## src/rtl/mux_tree_pipe.sv

```systemverilog
// Pipelined NUM_CH:1 mux tree with valid/ready handshake. Each tree level is a
// row of registered 2:1 lanes, and all levels advance together.

module mux_tree_lane #(
  parameter int WIDTH = 8
) (
  input  logic             clk,
  input  logic             rst_n,
  input  logic             en,
  input  logic             sel,
  input  logic [WIDTH-1:0] a,
  input  logic [WIDTH-1:0] b,
  output logic [WIDTH-1:0] q
);
  always_ff @(posedge clk or negedge rst_n) begin
    if (!rst_n)  q <= '0;
    else if (en) q <= sel ? b : a;
  end
endmodule

module mux_tree_pipe #(
  parameter int NUM_CH = 8,
  parameter int WIDTH  = 8,
  parameter int SEL_W  = 3
) (
  input  logic                    clk,
  input  logic                    rst_n,
  input  logic [NUM_CH*WIDTH-1:0] din,
  input  logic                    in_valid,
  input  logic [SEL_W-1:0]        sel,
  input  logic                    mode,
  output logic                    in_ready,
  output logic [WIDTH-1:0]        dout,
  output logic [SEL_W-1:0]        dout_ch,
  output logic                    out_valid,
  input  logic                    out_ready
);
  logic [NUM_CH-1:0][WIDTH-1:0] din_a;
  logic                         adv;
  logic [SEL_W-1:0]             rr_ptr, eff_sel;
  logic [SEL_W:1]               vld_pipe;
  // The full channel tag travels with each sample; level j steers on tag bit j.
  logic [SEL_W:1][SEL_W-1:0]    tag_pipe;

  assign din_a     = din;
  assign out_valid = vld_pipe[SEL_W];
  assign adv       = !out_valid || out_ready;
  assign in_ready  = adv;
  assign eff_sel   = mode ? rr_ptr : sel;
  assign dout_ch   = tag_pipe[SEL_W];

  // Tags load only with valid samples so dout_ch holds across bubbles.
  always_ff @(posedge clk or negedge rst_n) begin
    if (!rst_n) begin
      vld_pipe <= '0;
      tag_pipe <= '0;
      rr_ptr   <= '0;
    end else if (adv) begin
      vld_pipe[1] <= in_valid;
      if (in_valid) tag_pipe[1] <= eff_sel;
      for (int j = 2; j <= SEL_W; j++) begin
        vld_pipe[j] <= vld_pipe[j-1];
        if (vld_pipe[j-1]) tag_pipe[j] <= tag_pipe[j-1];
      end
      if (in_valid && mode) rr_ptr <= rr_ptr + 1'b1;
    end
  end

  for (genvar j = 0; j < SEL_W; j++) begin : g_lvl
    localparam int N = NUM_CH >> (j + 1);
    logic [N-1:0][WIDTH-1:0] d;
    logic                    s, en;

    if (j == 0) begin : g_ctl
      assign s  = eff_sel[0];
      assign en = adv && in_valid;
    end else begin : g_ctl
      assign s  = tag_pipe[j][j];
      assign en = adv && vld_pipe[j];
    end

    for (genvar k = 0; k < N; k++) begin : g_lane
      logic [WIDTH-1:0] a, b;
      if (j == 0) begin : g_src
        assign a = din_a[2*k];
        assign b = din_a[2*k+1];
      end else begin : g_src
        assign a = g_lvl[j-1].d[2*k];
        assign b = g_lvl[j-1].d[2*k+1];
      end
      mux_tree_lane #(.WIDTH(WIDTH)) u_lane (
        .clk   (clk),
        .rst_n (rst_n),
        .en    (en),
        .sel   (s),
        .a     (a),
        .b     (b),
        .q     (d[k])
      );
    end
  end

  assign dout = g_lvl[SEL_W-1].d[0];
endmodule
```

## config.mk

```make
export PLATFORM = sky130hd
export DESIGN_NAME = mux_tree_pipe
export DESIGN_NICKNAME = d
export VERILOG_FILES = /design/src/rtl/mux_tree_pipe.sv
export SDC_FILE = /design/constraint.sdc
export NUM_CORES = 1
export LEC_CHECK = 0
export BUFFER_PORTS_ARGS = -buffer_cell sky130_fd_sc_hd__buf_2
export CAP_MARGIN = 10
export CORE_MARGIN = 1.5
export CORE_UTILIZATION = 25
export CTS_BUF_LIST = sky130_fd_sc_hd__clkbuf_4
export CTS_CLUSTER_DIAMETER = 50
export DETAILED_ROUTE_END_ITERATION = 8
export SLEW_MARGIN = 20
export SYNTH_ARGS = -nofsm -noshare
export SYNTH_HDL_FRONTEND = slang
export SYNTH_SLANG_ARGS = --single-unit
export TNS_END_PERCENT = 1
```

## constraint.sdc

```tcl
create_clock -name clk -period 2.1 [get_ports clk]
set_input_delay 0.42 -clock clk [delete_from_list [all_inputs] [get_ports clk]]
set_output_delay 0.42 -clock clk [all_outputs]
set_load 0.02 [all_outputs]
```

==> summary.txt <==
FINAL LAYOUT
-------------------------------------------------------------------------------------------------
Proportion of layout cells with a drive suffix above 1                                     33.42%
Layout filler cell count                                                                     1350
Final nets                                                                                    448
Layout overhead on the synthesized area                                                    21.92%
Finished Cell Area                                                                       4091 um2
Most common library cell in the layout ignoring fill and taps                        sky130_fd_sc_hd__a21oi_1
Utilization of the core after routing                                                      31.02%
Layout Cells excl Fill                                                                        557
Top library cells by usage in the layout, fill and taps aside                        sky130_fd_sc_hd__a21oi_1 (113), sky130_fd_sc_hd__buf_2 (83), sky130_fd_sc_hd__dfrtp_1 (71)

GLOBAL ROUTE
-------------------------------------------------------------------------------------------------
Via count of the first global-routing pass                                                   2461
Pin count of the biggest net entering global routing                                           41
Wire length of the first global-routing pass                                             12610 um
Total congestion overflow                                                                       0
Number of antenna violations at the first check in global routing                               1
Global-route total usage across every layer                                                11.48%

CRITICAL PATH
-------------------------------------------------------------------------------------------------
WP data required                                                                          1.68 ns
Type of element capturing the critical path                                            output pin
Maximum single-stage delay on the critical path                                           0.39 ns
Sum of buffers and inverters on the critical path                                               3
Maximum fanout encountered on the critical timing path                                         29
Crit Path Category                                                                   flop to output pin
Kind of cell adding the most delay to the critical path                              buffers and inverters
Worst-case register-to-register setup slack                                               0.36 ns
Cell with the largest stage delay on the worst path                                  sky130_fd_sc_hd__dfrtp_1
Critical path launch point type                                                              flop
Crit path DAT                                                                             1.56 ns
Cells traversed along the worst timing path                                          nor2b_2 > inv_2 > buf_6 > buf_2

SYNTHESIS
-------------------------------------------------------------------------------------------------
Area fraction in and, or, nand and nor cells after synthesis                               1.417%
Post-synthesis sequential element count                                                        71
Adder-cell area share of the yosys netlist                                                0.3729%
Area of the mapped netlist                                                               3356 um2
Synthesized netlist net count                                                                 372
Combinational family with the most area after synthesis                              multiplexers
Number of distinct library cell variants in the gate-level netlist after synthesis             20
Count of yosys warnings during synthesis                                                        0
Multiplexer share of the synthesized area                                                  20.32%
Portion of the post-synthesis area used by sequential elements                             52.95%
Fraction of the mapped netlist area in compound gates                                      18.61%
Syn avg cell area                                                                       11.22 um2
Number of instances in the synthesized netlist                                                299
Post-Synth XOR/XNOR Area                                                                  0.5220%

PLACED DESIGN
-------------------------------------------------------------------------------------------------
Placed instance count                                                                         539
Placer's final routability congestion estimate                                             0.7933
Placed instance area                                                                     3915 um2
Worst slack, placed                                                                     0.3768 ns
Number of buffer cells added on primary ports                                                  84
Detail Placement HPWL                                                                     5475 um

ROUTE
-------------------------------------------------------------------------------------------------
Vias per Instance                                                                           4.472
Total Wirelength                                                                          7627 um
Post-DR wirelength/cell                                                                  13.69 um
Remaining antenna violation count                                                               0
Drt initial violations                                                                        107
Total via count after detailed routing                                                       2491
Residual DRC                                                                                    0
TritonRoute pass-1 iters                                                                        4

FLOORPLAN
-------------------------------------------------------------------------------------------------
Die outline width                                                                        118.9 um
Starting utilization of the core area                                                      25.44%
Core area                                                                               13190 um2
Number of placement rows                                                                       42
Overall die height                                                                       118.9 um
Die Outline Area                                                                        14130 um2
I/O pin cnt                                                                                    85

STA
-------------------------------------------------------------------------------------------------
Tcrit/Tclk final                                                                           94.27%
Number of endpoints failing setup at the final stage                                            0
Timing-limited maximum frequency                                                       0.5051 GHz
Clk_skew                                                                               0.02354 ns
Post-route setup TNS                                                                         0 ns
Worst slew margin                                                                          59.81%
RSZ-0062 raised after global routing                                                           no
Worst setup margin                                                                      0.1202 ns
Clock period minus worst slack                                                           1.980 ns
Number of hold-slack violations in the final timing report                                      0
Final count of pins violating max slew                                                          0
Worst slew pin tran                                                                     0.6028 ns
Worst slack on hold paths                                                               0.2963 ns

CLOCKING
-------------------------------------------------------------------------------------------------
H-tree depth                                                                                    3
Buffers from clock root to sink, at most                                                        2
Clock buffers created by TritonCTS                                                              9
Clock transition at the registers of the reported paths                                   0.12 ns
Clock tree from TritonCTS                                                                   built
Root Buffer Master                                                                   sky130_fd_sc_hd__clkbuf_4
Worst-Skew Late Latency                                                                   0.42 ns
Total clock sinks                                                                              71

RUN STATUS
-------------------------------------------------------------------------------------------------
Outcome                                                                              finished, final reports clean

POWER AND IR DROP
-------------------------------------------------------------------------------------------------
Power density over the cells                                                          1231 nW/um2
Lkg Pwr                                                                                  1.874 nW
Maximum vdd drop                                                                        0.3448 mV
Total power                                                                              5.037 mW

MIN PATH
-------------------------------------------------------------------------------------------------
Min-delay worst type                                                                 input pin to flop

RUN
-------------------------------------------------------------------------------------------------
Max-cap viol count                                                                              0

[cell families (layout without fill, tap and decap cells)]
kind of cell    after synthesis  after routing
fa+ha+maj                     1              1
mux                          66             66
other cells                   0              1
flops                        71             71
compound gates              120            120
xor+xnor                      2              2
buf+inv                      32            113
simple gates                  7              7
[flip-flops by register name, indices dropped and copies added, names as in the netlist]
name and flops:
tag_pipe 4, g_lvl.g_lane.u_lane.q 56, vld_pipe 3, g_lvl.s 2, dout_ch 3, rr_ptr 3
[timing repair]
| item | in CTS | in global routing |
|---|---|---|
| endpoints found under the setup margin | 0 | 1 |
| setup buffers | 0 | 0 |
| hold buffers | 1 | 0 |
| endpoints found under the hold margin | 31 | 0 |
| gates resized for setup | 0 | 1 |
[routing by layer]
metal,vias up,track usage [%],routed length [um]
li1,1235,-,-
met1,1164,15.53,3662
met2,79,17.51,3430
met3,13,2.443,350
met4,0,5.497,184
met5,-,0,0
[worst register-to-register path: stages, from the launching register on]
cell,delay (ns)
sky130_fd_sc_hd__dfrtp_1,0.39
sky130_fd_sc_hd__nor2b_2,0.17
sky130_fd_sc_hd__inv_2,0.12
sky130_fd_sc_hd__and2_1,0.54
sky130_fd_sc_hd__buf_4,0.31
sky130_fd_sc_hd__a21oi_1,0.09
[layout make-up]
class | count | area [um2] | area share, %
Tap cell | 176 | 220.2 | 5.382
Clock buffer | 10 | 75.07 | 1.835
Inverter | 1 | 3.754 | 0.09174
Timing Repair Buffer | 96 | 544.3 | 13.30
Sequential cell | 71 | 1777 | 43.43
Antenna cell | 1 | 2.502 | 0.06116
Clock inverter | 6 | 85.08 | 2.080
Multi-Input combinational cell | 196 | 1384 | 33.82
[report_power, final]
group / internal [mW] / total (mW) / switching, mW
clock network: 0.492 / 0.971 / 0.479
registers: 1.89 / 2.26 / 0.378
logic: 0.817 / 1.80 / 0.986
[final timing paths]
| path | from | to | cells after the start |
|---|---|---|---|
| max | vld_pipe[3] | in_ready | 4 |
| min | din[13] | g_lvl[0].g_lane[0].u_lane.q[5] | 3 |
| max reg2reg | vld_pipe[3] | g_lvl[0].g_lane[2].u_lane.q[3] | 5 |
| min reg2reg | rr_ptr[2] | rr_ptr[2] | 1 |
| max in group asynchronous | rst_n | g_lvl[1].g_lane[0].u_lane.q[6] | 3 |
| min in group asynchronous | rst_n | g_lvl[1].g_lane[0].u_lane.q[2] | 2 |
[synthesized netlist by cell type (all sizes together)]
library cell	instances	share of area (%)
dfrtp	71	53
a21oi	118	18
xnor2	1	0.26
mux2i	59	18
inv	1	0.11
a21o	2	0.45
nand2b	1	0.19
buf	20	4.5
mux2	7	2.3
ha	1	0.37
clkbuf	11	1.2
and3	1	0.22
nand4	1	0.19
xor2	1	0.26
and2	3	0.56
nor2b	1	0.26
Power figures use the tool's default switching activity.
